File: config.mk
export PLATFORM = sky130hd
export DESIGN_NAME = port_in8_sync_flat
export DESIGN_NICKNAME = d
export VERILOG_FILES = /design/src/rtl/port_in8_sync_if.sv /design/src/rtl/port_in8_sync.sv /design/src/flat_wrapper.sv
export SDC_FILE = /design/constraint.sdc
export NUM_CORES = 1
export LEC_CHECK = 0
export ABC_AREA = 0
export CAP_MARGIN = 5
export CORE_UTILIZATION = 47
export DETAILED_ROUTE_END_ITERATION = 8
export PLACE_DENSITY = 0.8
export SLEW_MARGIN = 20
export SYNTH_ARGS = -nofsm -noshare
export SYNTH_HDL_FRONTEND = slang
export SYNTH_SLANG_ARGS = --single-unit
File: constraint.sdc
create_clock -name clk -period 19.9 [get_ports clk]
set_clock_uncertainty 0.1 [all_clocks]
set_input_delay 3.98 -clock clk [delete_from_list [all_inputs] [get_ports clk]]
set_output_delay 3.98 -clock clk [all_outputs]
set_load 0.03 [all_outputs]
File: src/rtl/port_in8_sync_if.sv
// CPU-side read bus of the input-port block: the address and read strobe
// come from the CPU, and the read data and change interrupt go back to it.
interface port_in8_sync_if;
    logic [7:0] address;
    logic       read;
    logic [7:0] data_out;
    logic       change_irq;

    modport master (
        output address,
        output read,
        input  data_out,
        input  change_irq
    );

    modport slave (
        input  address,
        input  read,
        output data_out,
        output change_irq
    );
endinterface

File: src/rtl/port_in8_sync.sv
// Memory-mapped read side of the CPU I/O space.
// - 16 asynchronous 8-bit inputs pass through 2-flop synchronizers into port_val.
// - Ports are readable at F0..FF.
// - Per-port change flags are readable at DE (ports 7..0) and DF (ports 15..8),
//   and reading them clears them.
// - change_irq is high while any change flag is set.
// Optional build macro PORT_IN_DEBOUNCE_EN: a new synchronized value is accepted
// only after it has been stable for DEBOUNCE_CYCLES cycles.
module port_in8_sync #(
    parameter int unsigned DEBOUNCE_CYCLES = 4
) (
    input  logic            clk,
    input  logic            reset,
    port_in8_sync_if.slave  bus,
    input  logic [7:0]      port_in_00,
    input  logic [7:0]      port_in_01,
    input  logic [7:0]      port_in_02,
    input  logic [7:0]      port_in_03,
    input  logic [7:0]      port_in_04,
    input  logic [7:0]      port_in_05,
    input  logic [7:0]      port_in_06,
    input  logic [7:0]      port_in_07,
    input  logic [7:0]      port_in_08,
    input  logic [7:0]      port_in_09,
    input  logic [7:0]      port_in_10,
    input  logic [7:0]      port_in_11,
    input  logic [7:0]      port_in_12,
    input  logic [7:0]      port_in_13,
    input  logic [7:0]      port_in_14,
    input  logic [7:0]      port_in_15
);

    localparam logic [7:0] ADDR_FLAG_LO = 8'hDE;
    localparam logic [7:0] ADDR_FLAG_HI = 8'hDF;

    // Catch an illegal debounce length at elaboration, in either build.
    if (DEBOUNCE_CYCLES < 1 || DEBOUNCE_CYCLES > 255) begin : g_bad_debounce
        $error("port_in8_sync: DEBOUNCE_CYCLES must be 1..255");
    end

    logic [7:0]  pins     [16];
    logic [7:0]  sync1    [16];
    logic [7:0]  sync2    [16];
    logic [7:0]  port_val [16];
    logic [7:0]  val_next [16];
    logic [15:0] flag;
    logic [15:0] chg;
    logic [15:0] clr;
    logic [7:0]  rd_data;

    // Gather the individual port buses into an array for indexed handling.
    always_comb begin
        pins[0]  = port_in_00;
        pins[1]  = port_in_01;
        pins[2]  = port_in_02;
        pins[3]  = port_in_03;
        pins[4]  = port_in_04;
        pins[5]  = port_in_05;
        pins[6]  = port_in_06;
        pins[7]  = port_in_07;
        pins[8]  = port_in_08;
        pins[9]  = port_in_09;
        pins[10] = port_in_10;
        pins[11] = port_in_11;
        pins[12] = port_in_12;
        pins[13] = port_in_13;
        pins[14] = port_in_14;
        pins[15] = port_in_15;
    end

`ifdef PORT_IN_DEBOUNCE_EN
    localparam logic [7:0] CNT_LAST = 8'(DEBOUNCE_CYCLES - 1);

    logic [7:0] sync2_d  [16];
    logic [7:0] cnt      [16];
    logic [7:0] cnt_next [16];

    // A value is accepted once it has stayed unchanged, and different from
    // port_val, for DEBOUNCE_CYCLES consecutive cycles.
    always_comb begin
        chg = '0;
        for (int p = 0; p < 16; p++) begin
            val_next[p] = port_val[p];
            cnt_next[p] = cnt[p];
            if (sync2[p] == port_val[p] || sync2[p] != sync2_d[p]) begin
                cnt_next[p] = 8'd0;
            end else if (cnt[p] == CNT_LAST) begin
                val_next[p] = sync2[p];
                cnt_next[p] = 8'd0;
                chg[p]      = 1'b1;
            end else begin
                cnt_next[p] = cnt[p] + 8'd1;
            end
        end
    end

    // Debounce history: previous sync2 value and stability counter.
    always_ff @(posedge clk or posedge reset) begin
        if (reset) begin
            for (int p = 0; p < 16; p++) begin
                sync2_d[p] <= 8'h00;
                cnt[p]     <= 8'h00;
            end
        end else begin
            for (int p = 0; p < 16; p++) begin
                sync2_d[p] <= sync2[p];
                cnt[p]     <= cnt_next[p];
            end
        end
    end
`else
    // Without debounce, port_val simply follows the second sync stage.
    always_comb begin
        chg = '0;
        for (int p = 0; p < 16; p++) begin
            val_next[p] = sync2[p];
            chg[p]      = (sync2[p] != port_val[p]);
        end
    end
`endif

    // Two-flop synchronizers followed by the accepted port value.
    always_ff @(posedge clk or posedge reset) begin
        if (reset) begin
            for (int p = 0; p < 16; p++) begin
                sync1[p]    <= 8'h00;
                sync2[p]    <= 8'h00;
                port_val[p] <= 8'h00;
            end
        end else begin
            for (int p = 0; p < 16; p++) begin
                sync1[p]    <= pins[p];
                sync2[p]    <= sync1[p];
                port_val[p] <= val_next[p];
            end
        end
    end

    // Address decode for read data and for the flag read-to-clear side effect.
    always_comb begin
        rd_data = 8'h00;
        clr     = '0;
        if (bus.address[7:4] == 4'hF) begin
            rd_data = port_val[bus.address[3:0]];
        end else if (bus.address == ADDR_FLAG_LO) begin
            rd_data = flag[7:0];
            clr     = {8'h00, {8{bus.read}}};
        end else if (bus.address == ADDR_FLAG_HI) begin
            rd_data = flag[15:8];
            clr     = {{8{bus.read}}, 8'h00};
        end
    end

    // Flags: a new change wins over a same-edge clear so no event is lost.
    // data_out loads only on read strobes and otherwise holds.
    always_ff @(posedge clk or posedge reset) begin
        if (reset) begin
            flag         <= '0;
            bus.data_out <= 8'h00;
        end else begin
            flag <= (flag & ~clr) | chg;
            if (bus.read) begin
                bus.data_out <= rd_data;
            end
        end
    end

    // The interrupt is a pure OR of flop outputs, so it cannot glitch on inputs.
    assign bus.change_irq = |flag;

endmodule

File: src/flat_wrapper.sv
// flat-port wrapper written by rule: the top's interface ports become plain ports
module port_in8_sync_flat 
#(
    parameter int unsigned DEBOUNCE_CYCLES = 4
)
  (clk, reset, port_in_00, port_in_01, port_in_02, port_in_03, port_in_04, port_in_05, port_in_06, port_in_07, port_in_08, port_in_09, port_in_10, port_in_11, port_in_12, port_in_13, port_in_14, port_in_15, bus_address, bus_read, bus_data_out, bus_change_irq);
  port_in8_sync_if bus_i ();
  input  logic clk;
  input  logic reset;
  input  logic [7:0] port_in_00;
  input  logic [7:0] port_in_01;
  input  logic [7:0] port_in_02;
  input  logic [7:0] port_in_03;
  input  logic [7:0] port_in_04;
  input  logic [7:0] port_in_05;
  input  logic [7:0] port_in_06;
  input  logic [7:0] port_in_07;
  input  logic [7:0] port_in_08;
  input  logic [7:0] port_in_09;
  input  logic [7:0] port_in_10;
  input  logic [7:0] port_in_11;
  input  logic [7:0] port_in_12;
  input  logic [7:0] port_in_13;
  input  logic [7:0] port_in_14;
  input  logic [7:0] port_in_15;
  input wire logic [$bits(bus_i.address)-1:0] bus_address;
  input wire logic [$bits(bus_i.read)-1:0] bus_read;
  output wire logic [$bits(bus_i.data_out)-1:0] bus_data_out;
  output wire logic [$bits(bus_i.change_irq)-1:0] bus_change_irq;
  assign bus_i.address = bus_address;
  assign bus_i.read = bus_read;
  assign bus_data_out = bus_i.data_out;
  assign bus_change_irq = bus_i.change_irq;
  port_in8_sync #(.DEBOUNCE_CYCLES(DEBOUNCE_CYCLES)) u_core (.clk(clk), .reset(reset), .bus(bus_i), .port_in_00(port_in_00), .port_in_01(port_in_01), .port_in_02(port_in_02), .port_in_03(port_in_03), .port_in_04(port_in_04), .port_in_05(port_in_05), .port_in_06(port_in_06), .port_in_07(port_in_07), .port_in_08(port_in_08), .port_in_09(port_in_09), .port_in_10(port_in_10), .port_in_11(port_in_11), .port_in_12(port_in_12), .port_in_13(port_in_13), .port_in_14(port_in_14), .port_in_15(port_in_15));
endmodule
==> metrics.yaml, run 1 <==
io_buffers: 147
synth.distinct_cells: 27
routed_wl_mm: 25.1
num_rows: 60
core_um2: 27100
layout.nets: 1035
cts_setup_buffers: 0
status: "completed"
required_ns: 15.82
globalplace.congestion: 0.910
fill_cells: 1978
drv_cap: 0
synth-main-ff-cell: "dfrtp_1"
drive_gt1_share_pct: 9.95
clockBufferDepth: 3
yosysWarnings: 0
grt_pass1_vias: 6903
cp.arrival_ns: 2.32
io_pins: 148
cts_buffers: 39
layout_setup_ws_ns: 13.50
clock_tree.root_cell: "clkbuf_16"
clkTransAtPathRegs_ns: 0.06
stdcell_count: 1297
cts_resized: 0
slew-limit-headroom_pct: 35.0
die_area_um2: 28400
antenna_found_initial: 2
n_antenna_cell: 0
placedCellCount: 1227
synth_seq_cells: 408
clk_latency_ns: 0.53
p_per_area_nw_per_um2: 107
async_flop_share_pct: 100
num_vias: 6403
cts_hold_buf: 0
firstDrtPassIters: 5
path_class: "reg2out"
syn-mean-instance-area_um2: 18.1
crit_path_start_kind: "register"
start_util_pct: 48.1
die_w_um: 169
max_slew.worst_pin.slew_ns: 0.975
syn_nets: 861
period_share_pct: 32.2
grt_pass1_wl_mm: 39.1
grt_usage_pct: 18.5
hpwl_mm: 17.1
drv_slew: 0
cts_sinks: 408
setup-tns-final_ns: 0
worst-path-max-fanout: 3
viasPerCell: 4.94
die_h_um: 169
max_freq_ghz: 0.156
layout.cells.most_common_list: "dfrtp_1 (408), clkdlybuf4s50_1 (146), xnor2_1 (128)"
overflow: 0
leakage_nw: 6.78
synth_edf_count: 0
netlist_instances: 722
seq_area_frac_synth_pct: 78.3
final-setup-viol-count: 0
area_growth_pct: 24.6
syn_area_um2: 13000
drtAntennaViolNets: 0
htreeDepth: 2
grt_start_max_net_pins: 188
place_ws_ns: 13.20
post_drt_wl_per_cell_um: 19.4
hp-class: "reg2reg"
layout_commonest_cell: "dfrtp_1"
vdd_drop_max_uv: 79.7
endpoint_kind: "primary output"
drt_iter0_drc: 427
tritoncts: "done"
rsz0062_at_grt: "false"
drc_errors: 0
finalHoldViolations: 0
layout_min_cycle_time_ns: 6.40
synth_stat cells (all sizes together), types with 4 or more instances:
| library cell | instances | share of area (%) |
|---|---|---|
| a211o | 16 | 1.1 |
| a221o | 8 | 0.61 |
| a221oi | 8 | 0.54 |
| a22o | 8 | 0.54 |
| buf | 13 | 0.66 |
| dfrtp | 408 | 78 |
| inv | 10 | 0.29 |
| mux2 | 8 | 0.69 |
| mux2i | 40 | 3.1 |
| mux4 | 16 | 2.8 |
| nand4 | 33 | 1.6 |
| nor4 | 4 | 0.19 |
| o22ai | 8 | 0.38 |
| xnor2 | 128 | 8.6 |
cells by family after synthesis:
kind of cell    Yosys count  share of synthesized area, %
flops                   408                          78.3
xor+xnor                128                          8.60
mux                      64                          6.52
compound gates           48                          3.15
simple gates             48                          2.40
buf+inv                  26                          1.04
layout make-up:
cell class,instances,area (um2),area share (%)
Inverter,10,45.0,0.277
Clock buffer,55,1120,6.87
Timing Repair Buffer,149,1500,9.23
Clock inverter,15,220,1.35
Sequential cell,408,10200,62.8
Tap cell,372,465,2.86
Multi-Input combinational cell,288,2700,16.6
per-stage QoR:
stage	util (%)	area (um2)	hold WS, ns	power, mW
2_1_floorplan	-	13000	0.231	0.961
3_3_place_gp	55.0	14900	0.232	1.01
3_5_place_dp	55.0	14900	0.235	1.01
4_1_cts	60.0	16200	0.245	1.76
5_1_grt	60.0	16300	0.252	1.81
6_report	60.0	16300	0.238	1.74
routing by layer:
layer | track usage, % | wire [um] | vias up | part of all wire, %
met5 | 0 | 27 | - | 0.11
li1 | - | - | 2830 | -
met3 | 4.72 | 1500 | 52 | 6.0
met2 | 29.9 | 12300 | 208 | 49
met4 | 4.90 | 488 | 4 | 1.9
met1 | 25.3 | 10800 | 3309 | 43
path summary, 6_finish.rpt:
path / depth (start not counted) / start / end / slack (ns)
setup / recovery: 3 / u_core.flag[3] / bus_change_irq / 13.50
hold / removal: 0 / u_core.sync1[55] / u_core.sync2[55] / 0.24
setup reg to reg: 3 / u_core.port_val[6] / u_core.bus.data_out[6] / 18.13
hold reg to reg: 0 / u_core.sync1[55] / u_core.sync2[55] / 0.24
max in group asynchronous: 3 / reset / u_core.sync2[6] / 14.21
min in group asynchronous: 2 / reset / u_core.sync1[97] / 3.93
sequential cells by signal, summed over array words and instances (netlist names):
register	count
u_core.port_val	128
u_core.flag	16
u_core.bus.data_out	8
u_core.sync1	128
u_core.sync2	128
critical path, cell delays in order, from the launching register on:
cell and delay (ns):
dfrtp_1 0.43, nor4_1 0.45, nand4_1 0.25, clkdlybuf4s50_1 0.66
where the power goes:
part / internal [mW] / switching, mW / total, mW / leakage, nW
clock: 0.447 / 0.299 / 0.746 / 0.651
combinational: 0.0561 / 0.0442 / 0.100 / 1.41
sequential: 0.870 / 0.0268 / 0.897 / 4.72
(Power assumes the default switching activity.)
==> run 2, diff against run 1 <==
Settings changed: PLACE_DENSITY 0.8 to 0.82.
Clock period 19.9 ns to 5.8 ns, I/O delays scaled along.
==> run 2 against run 1 <==
Effect of this change: wire length up 2.4%; worst setup slack worse by 11 ns; global-route usage is 0.62 points higher; final area is 0.56% higher; largest power group unchanged; register-to-register slack worse by 14 ns; via count rose by 0.47%.
==> metrics.yaml, run 2 (same netlist as run 1, synthesis figures left out) <==
endpoint_kind: "primary output"
period_share_pct: 61.2
grt_pass1_wl_mm: 40.5  # +3.6%
die_area_um2: 28400  # unchanged
required_ns: 4.54  # -11.28 ns
antenna_found_initial: 2  # unchanged
cts_setup_buffers: 0  # unchanged
wl_met1_mm: 10.9  # +0.38%
startpoint: "u_core.flag[3]"
p_per_area_nw_per_um2: 373  # +250%
viasPerCell: 4.94  # about the same
crit_path_start_kind: "register"
wl_met3_mm: 1.45  # -3.3%
finalHoldViolations: 0  # unchanged
layout.cells.most_common_list: "dfrtp_1 (408), clkdlybuf4s50_1 (146), xnor2_1 (128)"
cts_resized: 0  # unchanged
tritoncts: "done"
die_w_um: 169  # unchanged
grt_usage_pct: 19.2  # +0.62 points
routed_wl_mm: 25.7  # +2.4%
path_class: "reg2out"
layout_commonest_cell: "dfrtp_1"
drtAntennaViolNets: 0  # unchanged
p_seq_share_pct: 50.6  # -0.9 points
drt_iter0_drc: 367  # -14%
htreeDepth: 2  # unchanged
num_vias: 6433  # +0.47%
drive_gt1_share_pct: 10.9  # +0.91 points
cts_buffers: 40  # +2.6%
drv_slew: 0  # unchanged
cts_sinks: 408  # unchanged
stdcell_count: 1303  # +0.46%
final-setup-viol-count: 0  # unchanged
io_buffers: 147  # unchanged
regToRegEndpoint: "u_core.bus.data_out[4]"
top_layer: "met5"
ff2ff_setup_slack_ns: 4.04  # -14.09 ns
grt_pass1_vias: 7183  # +4.1%
io_pins: 148  # unchanged
layout_min_cycle_time_ns: 3.55
max_slew.worst_pin.slew_ns: 0.986  # +0.0114 ns
layout.nets: 1039  # +0.39%
clk_latency_ns: 0.53  # about the same
rr_startpoint: "u_core.port_val[4]"
wl_met2_mm: 12.7  # +2.9%
rsz0062_at_grt: "false"
start_util_pct: 48.1  # unchanged
vdd_drop_max_uv: 274  # +240%
core_um2: 27100  # unchanged
clock_tree.root_cell: "clkbuf_16"
overflow: 0  # unchanged
leakage_nw: 6.83  # +0.76%
hpwl_mm: 17.7  # +3.5%
internal-power_mw: 4.79  # +250%
clkTransAtPathRegs_ns: 0.06  # about the same
drv_cap: 0  # unchanged
switching_power_mw: 1.30  # +250%
worstSetupEndpoint: "bus_change_irq"
grt_start_max_net_pins: 152  # -19%
reg2regPathDepth: 3  # unchanged
area_growth_pct: 25.3
p_sw_share_pct: 21.3  # +0.091 points
num_rows: 60  # unchanged
placedCellCount: 1230  # +0.24%
post_drt_wl_per_cell_um: 19.8  # +1.9%
power.share.combinational_pct: 5.7  # about the same
worst-path-max-fanout: 3  # unchanged
firstDrtPassIters: 4  # -1
utilization_pct: 60.3  # +0.34 points
clockBufferDepth: 3  # unchanged
clock_power_share_pct: 43.7  # +0.9 points
max_freq_ghz: 0.282
hp-class: "reg2reg"
die_h_um: 169  # unchanged
largest_registers: "u_core.port_val: 128 flops, u_core.sync1: 128 flops, u_core.sync2: 128 flops"
cp.arrival_ns: 2.29  # -0.03 ns
drc_errors: 0  # unchanged
status: "completed"
slew-limit-headroom_pct: 34.2  # -0.76 points
globalplace.congestion: 0.838  # -7.9%
cts_hold_buf: 0  # unchanged
[run 2: cell types whose count changed in the layout (fill, tap and decap cells not counted), sizes merged]
cell | before | now
buf | 3 | 6
clkinv | 8 | 11
clkbuf | 55 | 54
clkinvlp | 2 | 3
diode | 0 | 1
inv | 11 | 10
[run 2: worst min-delay path by stage]
stage                         to              start  slack, ns  cells past startpoint
2_1_floorplan    u_core.sync2[0]    u_core.sync1[0]       0.23                      0
3_3_place_gp    u_core.sync2[77]   u_core.sync1[77]       0.23                      0
3_5_place_dp   u_core.sync2[105]  u_core.sync1[105]       0.23                      0
4_1_cts         u_core.sync2[35]   u_core.sync1[35]       0.24                      0
5_1_grt        u_core.sync2[106]  u_core.sync1[106]       0.25                      0
6_report        u_core.sync2[22]   u_core.sync1[22]       0.24                      0
[run 2: power by group through the flow]
stage               Combinational [mW]  Clock (mW)  Sequential (mW)
floorplan                        0.195           0             3.10
global placement                 0.344           0             3.12
detailed placement               0.350           0             3.13
CTS                              0.353        2.73             3.08
global route                     0.380        2.83             3.09
finish                           0.346        2.66             3.08
[run 2: routing by layer]
layer  vias up  global-route usage, %
li1       2850                      -
met1      3322                   25.6
met2       197                   31.3
met3        60                   3.93
met4         4                   7.11
met5         -                      0
[run 2: metrics by stage]
step	setup slack (ns)	instance area [um2]	setup TNS [ns]	power [mW]	hold WS [ns]
global placement	1.99	14900	0	3.47	0.234
finish	2.25	16300	0	6.09	0.243
floorplan	-0.958	13000	-390.73	3.30	0.231
global route	2.07	16300	0	6.30	0.251
CTS	2.21	16300	0	6.16	0.244
detailed placement	1.90	14900	0	3.48	0.235
[run 2: area by class of cell]
cell class,instances,area (um2)
inverters,10,41.3
well taps,372,465
fillers,1970,10800
repair buffers,152,1530
diodes,1,2.50
clock buffers,54,1180
clock inverters,18,221
flip-flops and latches,408,10200
multi-input cells,288,2700
[run 2: critical path, stage by stage (launching register included)]
cell	delay [ns]
dfrtp_1	0.43
nor4_1	0.45
nand4_1	0.24
clkdlybuf4s50_1	0.65
==> run 3, diff against run 2 <==
Settings changed: PLACE_DENSITY 0.82 to 0.8.
Clock period 5.8 ns to 3.65 ns, I/O delays scaled along.
==> run 3 against run 2 <==
Effect of this change: register-to-register slack lost 2.2 ns; wire length shrank 0.57%; total power grew 60%.
==> metrics.yaml, run 3 (same netlist as run 1, synthesis figures left out) <==
die_w_um: 169  # unchanged
cts_sinks: 408  # unchanged
antenna_found_initial: 2  # unchanged
rr_startpoint: "u_core.port_val[1]"
required_ns: 2.82  # -1.72 ns
die_area_um2: 28400  # unchanged
viasPerCell: 4.96  # +0.52%
setup-tns-final_ns: 0  # unchanged
io_pins: 148  # unchanged
area_growth_pct: 25.9
cts_resized: 0  # unchanged
slowest_delay_ns: 0.67  # +0.02 ns
htreeDepth: 2  # unchanged
tritoncts: "done"
layout_commonest_cell: "dfrtp_1"
n_antenna_cell: 0  # -1
rsz0062_at_grt: "false"
layout_setup_ws_ns: 0.622  # -1.63 ns
crit_path_start_kind: "register"
endpoint_kind: "primary output"
place_ws_ns: 0.682  # -1.21 ns
p_sw_share_pct: 21.3  # -0.065 points
grt_pass1_vias: 7060  # -1.7%
drtAntennaViolNets: 0  # unchanged
path_class: "reg2out"
num_rows: 60  # unchanged
p_seq_share_pct: 50.2  # -0.4 points
stdcell_count: 1308  # +0.38%
grt_pass1_wl_mm: 40.1  # -1.0%
design_area_um2: 16400  # +0.47%
hold_path_depth: 0  # unchanged
io_buffers: 147  # unchanged
period_share_pct: 82.9
max_freq_ghz: 0.330
reg2regPathDepth: 3  # unchanged
clock_tree.root_cell: "clkbuf_16"
p_per_area_nw_per_um2: 593  # +59%
globalplace.congestion: 0.801  # -4.4%
cts_buffers: 40  # unchanged
core_um2: 27100  # unchanged
drv_slew: 0  # unchanged
largest_registers: "u_core.port_val: 128 flops, u_core.sync1: 128 flops, u_core.sync2: 128 flops"
num_vias: 6491  # +0.90%
layout.nets: 1046  # +0.67%
power.share.combinational_pct: 5.7  # about the same
cts_hold_buf: 0  # unchanged
worst-path-max-fanout: 3  # unchanged
max_slew.worst_pin.slew_ns: 0.650  # -0.336 ns
drive_gt1_share_pct: 11.1  # +0.25 points
drc_errors: 0  # unchanged
dpl_cell_area_um2: 15000  # +0.52%
clk_latency_ns: 0.53  # about the same
overflow: 0  # unchanged
holdWs_ns: 0.245  # +0.00220 ns
firstDrtPassIters: 5  # +1
internal-power_mw: 7.67  # +60%
drt_iter0_drc: 423  # +15%
switching_power_mw: 2.07  # +59%
critical_path.cell_chain: "nor4_1 -> nand4_1 -> clkdlybuf4s50_1"
hpwl_mm: 17.9  # +1.0%
finalHoldViolations: 0  # unchanged
die_h_um: 169  # unchanged
hp-class: "reg2reg"
layout_min_cycle_time_ns: 3.03
hold_end: "u_core.sync2[46]"
status: "completed"
slew-limit-headroom_pct: 56.6  # +22 points
grt_start_max_net_pins: 93  # -39%
regToRegEndpoint: "u_core.bus.data_out[1]"
clock_power_share_pct: 44.0  # +0.3 points
cts_setup_buffers: 0  # unchanged
drv_cap: 0  # unchanged
vdd_drop_max_uv: 371  # +35%
post_drt_wl_per_cell_um: 19.6  # -0.95%
utilization_pct: 60.6  # +0.29 points
cp.arrival_ns: 2.20  # -0.09 ns
grt_usage_pct: 18.9  # -0.24 points
leakage_nw: 6.86  # +0.46%
clkTransAtPathRegs_ns: 0.06  # about the same
final-setup-viol-count: 0  # unchanged
layout.cells.most_common_list: "dfrtp_1 (408), clkdlybuf4s50_1 (146), xnor2_1 (128)"
cp_slowest_cell: "clkdlybuf4s50_1"
ff2ff_setup_slack_ns: 1.85  # -2.19 ns
clockBufferDepth: 3  # unchanged
routed_wl_mm: 25.6  # -0.57%
min_from: "u_core.sync1[46]"
total_power_mw: 9.74  # +60%
start_util_pct: 48.1  # unchanged
placedCellCount: 1237  # +0.57%
==> run 3: worst max path at each step <==
stage,start,endpoint,cells after the start
floorplan,reset,u_core.bus.data_out[0],1
global placement,bus_address[2],u_core.flag[3],6
detailed placement,bus_address[1],u_core.bus.data_out[5],6
CTS,u_core.flag[14],bus_change_irq,3
global route,u_core.flag[5],bus_change_irq,3
finish,u_core.flag[14],bus_change_irq,3
==> run 3: power by group through the flow <==
stage               clock (mW)  sequential [mW]  combinational (mW)
floorplan                    0             4.93               0.310
global placement             0             4.97               0.555
detailed placement           0             4.97               0.562
CTS                       4.38             4.90               0.567
global route              4.58             4.91               0.609
finish                    4.29             4.89               0.559
==> run 3: per-layer routing <==
layer  vias up  share of wire, %  track usage [%]
met5         -             0.086                0
met3        48               6.2             4.37
li1       2862                 -                -
met2       214                49             30.5
met1      3363                43             26.0
met4         4               2.0             5.49
==> run 3: critical path: cells and delay by family (launching register included) <==
kind	cells	cell delay, ns
DFF	1	0.40
and+or+nand+nor	2	0.60
buffers and inverters	1	0.67
==> run 3: cell type report <==
type | instances | area [um2]
Clock buffer | 56 | 1170
Multi-Input combinational cell | 288 | 2700
Sequential cell | 408 | 10200
Clock inverter | 15 | 226
Timing Repair Buffer | 159 | 1610
Fill cell | 1954 | 10700
Tap cell | 372 | 465
Inverter | 10 | 41.3
